File: src/rtl/regfile_alu_sequencer.sv
// Command-queued sequencer for the 32x32 regfile + ALU datapath: FIFO -> RD -> WB -> RSP.
// Optional build macro REGFILE_SEQ_X0_GUARD_EN suppresses write-back to register 0.
module regfile_alu_sequencer #(
    parameter int ADDR_W = 5,
    parameter int DATA_W = 32,
    parameter int OP_W   = 4,
    parameter int DEPTH  = 4
) (
    input  logic              clk,
    input  logic              rst,
    input  logic              flush,
    input  logic              cmd_valid,
    output logic              cmd_ready,
    input  logic [ADDR_W-1:0] cmd_rd,
    input  logic [ADDR_W-1:0] cmd_rs1,
    input  logic [ADDR_W-1:0] cmd_rs2,
    input  logic [OP_W-1:0]   cmd_op,
    output logic [ADDR_W-1:0] rf_read_reg1,
    output logic [ADDR_W-1:0] rf_read_reg2,
    output logic [ADDR_W-1:0] rf_write_reg,
    output logic [DATA_W-1:0] rf_write_data,
    output logic              rf_write,
    output logic [OP_W-1:0]   alu_op,
    input  logic [DATA_W-1:0] alu_result,
    input  logic              alu_zero,
    output logic              resp_valid,
    input  logic              resp_ready,
    output logic [DATA_W-1:0] resp_data,
    output logic              resp_zero,
    output logic              busy
);

    localparam int PTR_W = $clog2(DEPTH);
    localparam int ENT_W = 3 * ADDR_W + OP_W;
    localparam logic [PTR_W-1:0] PTR_ONE  = 1;
    localparam logic [PTR_W:0]   CNT_ONE  = 1;
    localparam logic [PTR_W:0]   CNT_FULL = DEPTH;

    typedef enum logic [1:0] {
        S_IDLE,
        S_RD,
        S_WB,
        S_RSP
    } state_e;

    state_e state_q, state_d;

    logic [ENT_W-1:0]  mem_q [DEPTH];
    logic [ENT_W-1:0]  mem_d [DEPTH];
    logic [PTR_W-1:0]  wr_ptr_q, wr_ptr_d;
    logic [PTR_W-1:0]  rd_ptr_q, rd_ptr_d;
    logic [PTR_W:0]    count_q, count_d;

    logic [ADDR_W-1:0] cur_rd_q, cur_rd_d;
    logic [ADDR_W-1:0] cur_rs1_q, cur_rs1_d;
    logic [ADDR_W-1:0] cur_rs2_q, cur_rs2_d;
    logic [OP_W-1:0]   cur_op_q, cur_op_d;
    logic [ADDR_W-1:0] wr_reg_q, wr_reg_d;
    logic [DATA_W-1:0] result_q, result_d;
    logic              zero_q, zero_d;

    logic full, empty, push, pop, wr_allow;

    assign full  = (count_q == CNT_FULL);
    assign empty = (count_q == '0);

`ifdef REGFILE_SEQ_X0_GUARD_EN
    assign wr_allow = (wr_reg_q != '0);
`else
    assign wr_allow = 1'b1;
`endif

    // State register
    always_ff @(posedge clk or posedge rst) begin
        if (rst) begin
            state_q <= S_IDLE;
        end else begin
            state_q <= state_d;
        end
    end

    // Next-state logic; flush aborts from any state
    always_comb begin
        state_d = state_q;
        if (flush) begin
            state_d = S_IDLE;
        end else begin
            case (state_q)
                S_IDLE:  if (!empty) state_d = S_RD;
                S_RD:    state_d = S_WB;
                S_WB:    state_d = S_RSP;
                S_RSP:   if (resp_ready) state_d = S_IDLE;
                default: state_d = S_IDLE;
            endcase
        end
    end

    // Output and handshake decode
    always_comb begin
        cmd_ready  = !full;
        push       = cmd_valid && !full && !flush;
        pop        = (state_q == S_IDLE) && !empty && !flush;
        rf_write   = (state_q == S_WB) && wr_allow;
        resp_valid = (state_q == S_RSP);
        busy       = (state_q != S_IDLE) || !empty;
    end

    assign rf_read_reg1  = cur_rs1_q;
    assign rf_read_reg2  = cur_rs2_q;
    assign alu_op        = cur_op_q;
    assign rf_write_reg  = wr_reg_q;
    assign rf_write_data = result_q;
    assign resp_data     = result_q;
    assign resp_zero     = zero_q;

    // FIFO and current-op datapath
    always_comb begin
        mem_d     = mem_q;
        wr_ptr_d  = wr_ptr_q;
        rd_ptr_d  = rd_ptr_q;
        count_d   = count_q;
        cur_rd_d  = cur_rd_q;
        cur_rs1_d = cur_rs1_q;
        cur_rs2_d = cur_rs2_q;
        cur_op_d  = cur_op_q;
        wr_reg_d  = wr_reg_q;
        result_d  = result_q;
        zero_d    = zero_q;

        if (push) begin
            mem_d[wr_ptr_q] = {cmd_rd, cmd_rs1, cmd_rs2, cmd_op};
            wr_ptr_d        = wr_ptr_q + PTR_ONE;
        end
        if (pop) begin
            {cur_rd_d, cur_rs1_d, cur_rs2_d, cur_op_d} = mem_q[rd_ptr_q];
            rd_ptr_d = rd_ptr_q + PTR_ONE;
        end
        case ({push, pop})
            2'b10:   count_d = count_q + CNT_ONE;
            2'b01:   count_d = count_q - CNT_ONE;
            default: count_d = count_q;
        endcase

        // Write address moves with the captured result so both change together entering WB
        if (state_q == S_RD) begin
            result_d = alu_result;
            zero_d   = alu_zero;
            wr_reg_d = cur_rd_q;
        end

        if (flush) begin
            wr_ptr_d = '0;
            rd_ptr_d = '0;
            count_d  = '0;
        end
    end

    always_ff @(posedge clk) begin
        mem_q <= mem_d;
    end

    always_ff @(posedge clk or posedge rst) begin
        if (rst) begin
            wr_ptr_q  <= '0;
            rd_ptr_q  <= '0;
            count_q   <= '0;
            cur_rd_q  <= '0;
            cur_rs1_q <= '0;
            cur_rs2_q <= '0;
            cur_op_q  <= '0;
            wr_reg_q  <= '0;
            result_q  <= '0;
            zero_q    <= 1'b0;
        end else begin
            wr_ptr_q  <= wr_ptr_d;
            rd_ptr_q  <= rd_ptr_d;
            count_q   <= count_d;
            cur_rd_q  <= cur_rd_d;
            cur_rs1_q <= cur_rs1_d;
            cur_rs2_q <= cur_rs2_d;
            cur_op_q  <= cur_op_d;
            wr_reg_q  <= wr_reg_d;
            result_q  <= result_d;
            zero_q    <= zero_d;
        end
    end

endmodule

File: config.mk
export PLATFORM = sky130hd
export DESIGN_NAME = regfile_alu_sequencer
export DESIGN_NICKNAME = d
export VERILOG_FILES = /design/src/rtl/regfile_alu_sequencer.sv
export SDC_FILE = /design/constraint.sdc
export NUM_CORES = 1
export LEC_CHECK = 0
export CAP_MARGIN = 5
export CORE_ASPECT_RATIO = 0.6
export CORE_MARGIN = 2
export CORE_UTILIZATION = 25
export CTS_CLUSTER_SIZE = 12
export DETAILED_ROUTE_END_ITERATION = 8
export SKIP_LAST_GASP = 1
export SLEW_MARGIN = 20
export SYNTH_ARGS = -nofsm -noshare
export SYNTH_HDL_FRONTEND = slang
export SYNTH_SLANG_ARGS = --single-unit
File: constraint.sdc
create_clock -name clk -period 2.4 [get_ports clk]
set_input_delay 0.72 -clock clk [delete_from_list [all_inputs] [get_ports clk]]
set_output_delay 0.72 -clock clk [all_outputs]
set_load 0.01 [all_outputs]
==> metrics <==
Most used DFF post-synth=edfxtp_1; dpl cells=770; busiest grt layer=met2; most common cell in the synthesized netlist=edfxtp_1; CTS tree=built; CTS Buf Count=17; max reg flops=76; largest net degree at the start of global routing=43; crit path kind=flop to primary output; # DRC=0; Ports=145; Reg2Reg Depth=8; Final Max Slew Viols=0; CTS Hold Buffers Added=0; register bank with the most flops=mem_q; setup tns final=0 ps; DR pass1 iterations=4; Vias/cell=4.03; dpl hpwl=8600 um; Rows=43; Die Y=123 um; Core Area=23000 um^2; Buffers on Ports=144; Clock Tree Buf Depth=2; Tcrit/Tclk final=0.954; endpoints failing setup=0; layout cells sized above 1=0.308; Routed WL per cell=15.4 um; met3 Usage GRT=0.0361; Max Cap Viol=0; CP Cell Sequence=inv_2 -> ha_2 -> nor4b_4 -> buf_4 -> inv_1 -> clkbuf_2; clk sink count=142; total power draw=10400 uW; crit path DAT=1570 ps; post-layout util=0.360; RR Startpoint=count_q[0]; Worst Tran Pin Value=498 ps; WP buf/inv=4; GRT Util Overall=0.102; Initial Util=0.254; Syn. warnings=0; Power Density=1250 nW/um^2; vias in the first global route=3415; Fin Clk Skew=8.12 ps; Commonest cells post-synth=76 x edfxtp_1, 66 x dfrtp_1, 48 x mux2_2, 33 x buf_4, 19 x mux4_2; CP Capture Type=primary output; synth unique cells=35; Syn Area/Cell=17.5 um^2; hold path startpoint=rf_write_reg[2]; grt total ovfl=0; Antenna Cells=0; most area-consuming cells after synthesis=edfxtp_1 39%, dfrtp_1 28%, mux2_2 9.2%, mux4_2 7.3%, buf_4 4.2%; via count=3250; hold path cells=1; Hold Vio Cnt, Final=0; crit-path max cell delay=410 ps; Post-synth EDFFs=76; met1 usage=0.139; worst hold path type=flop to flop; crit start category=flop; final worst path period need=2290 ps; worst path required time=1680 ps; Crit-path slowest cell=dfrtp_1; Async SR Flop Fraction=0.465; Total Routed Length=12400 um; first-pass GRT wire length=19000 um; Worst VDD drop=0.541 mV; Worst Path Max Fanout=3; leakage=0.00305 uW; fin cells=806; syn_nets=400; area share of the largest cell type after synthesis=0.390; later-pin clock latency in the skew report=410 ps; RSZ-0062 raised after global routing=yes; dominant cell type by area after synthesis=edfxtp_1; Die X=202 um; post-synthesis sequential area ratio=0.672; initial antenna violation count=0; die area=24700 um^2; Max Clk Rate=437 MHz; Cell Area, Synth=5860 um^2; Stages on worst setup path=6; Worst Setup SP=state_q[1]; status=finished clean; Mapped Cells=334; Clock Tree Root=clkbuf_16; Placer Congestion=0.736; Layout area overhead=41.8%; final net count=544; Worst-path clk slew=60 ps; #FFs+latches synth=142; H-tree depth=4; Detail Route Antenna Nets=0; relative slew slack=0.668; 1st-iter DRT viols=129; GR met2 Demand/Resource=0.153; CP delay by family, top=flip-flops
## what timing repair did
item | CTS | global route
buffers inserted | 0 | 4
hold endpoints to repair | 0 | 0
gates resized for setup | 4 | 10
endpoints found under the setup margin | 2 | 3
## worst paths after layout
kind	endpoint	slack (ps)
setup / recovery	busy	110
hold / removal	rf_write_reg[2]	500
setup reg to reg	count_q[2]	180
hold reg to reg	rf_write_reg[2]	500
max in group asynchronous	rf_read_reg2[2]	1450
min in group asynchronous	resp_data[6]	670
## metal layers
layer,routed length (um),part of all wire
met1,5970,0.48
met2,5690,0.46
met3,663,0.054
met4,52,0.0042
met5,0,0
## metrics by stage
step                hold WS, ps  worst slack, ps  area (um^2)
finish                      504              111         8300
CTS                         512             -117         8250
global route                522            -6.83         8300
floorplan                   475             25.2         5860
global placement            489            -6.63         7650
detailed placement          498            -61.6         7650
## cells by family after synthesis
logic type      synth area share
buf+inv                   0.0626
mux                        0.191
fa+ha+maj                 0.0205
simple gates              0.0248
flops                      0.672
compound gates            0.0248
xor+xnor                 0.00449
## layout by cell type (no fill, tap or decap), types with 3 or more instances in the layout
cell type / n
clkdlybuf4s50_1: 141
edfxtp_1: 76
dfrtp_1: 63
mux2_2: 48
buf_4: 20
mux4_2: 19
clkbuf_16: 17
mux2_4: 10
inv_1: 8
buf_12: 8
nand3_1: 6
ha_1: 6
a21oi_1: 5
o21ai_0: 5
inv_6: 5
nor2_1: 4
and2_1: 4
clkinvlp_4: 4
o2111ai_1: 3
nor2b_1: 3
inv_2: 3
dfrtp_2: 3
## cell type report
type / instances / area, um^2
fillers: 2234 / 14700
repair buffers: 172 / 1750
clock inverters: 15 / 174
multi-input cells: 134 / 1580
well taps: 315 / 394
clock buffers: 17 / 425
flip-flops and latches: 142 / 3940
inverters: 11 / 41.3
## power breakdown
group	total, uW	switching (uW)	internal, uW
sequential	3590	391	3200
clock	2660	1090	1560
combinational	4130	1590	2540
total	10400	3070	7300
No activity file was read; power rests on OpenSTA's default activity.
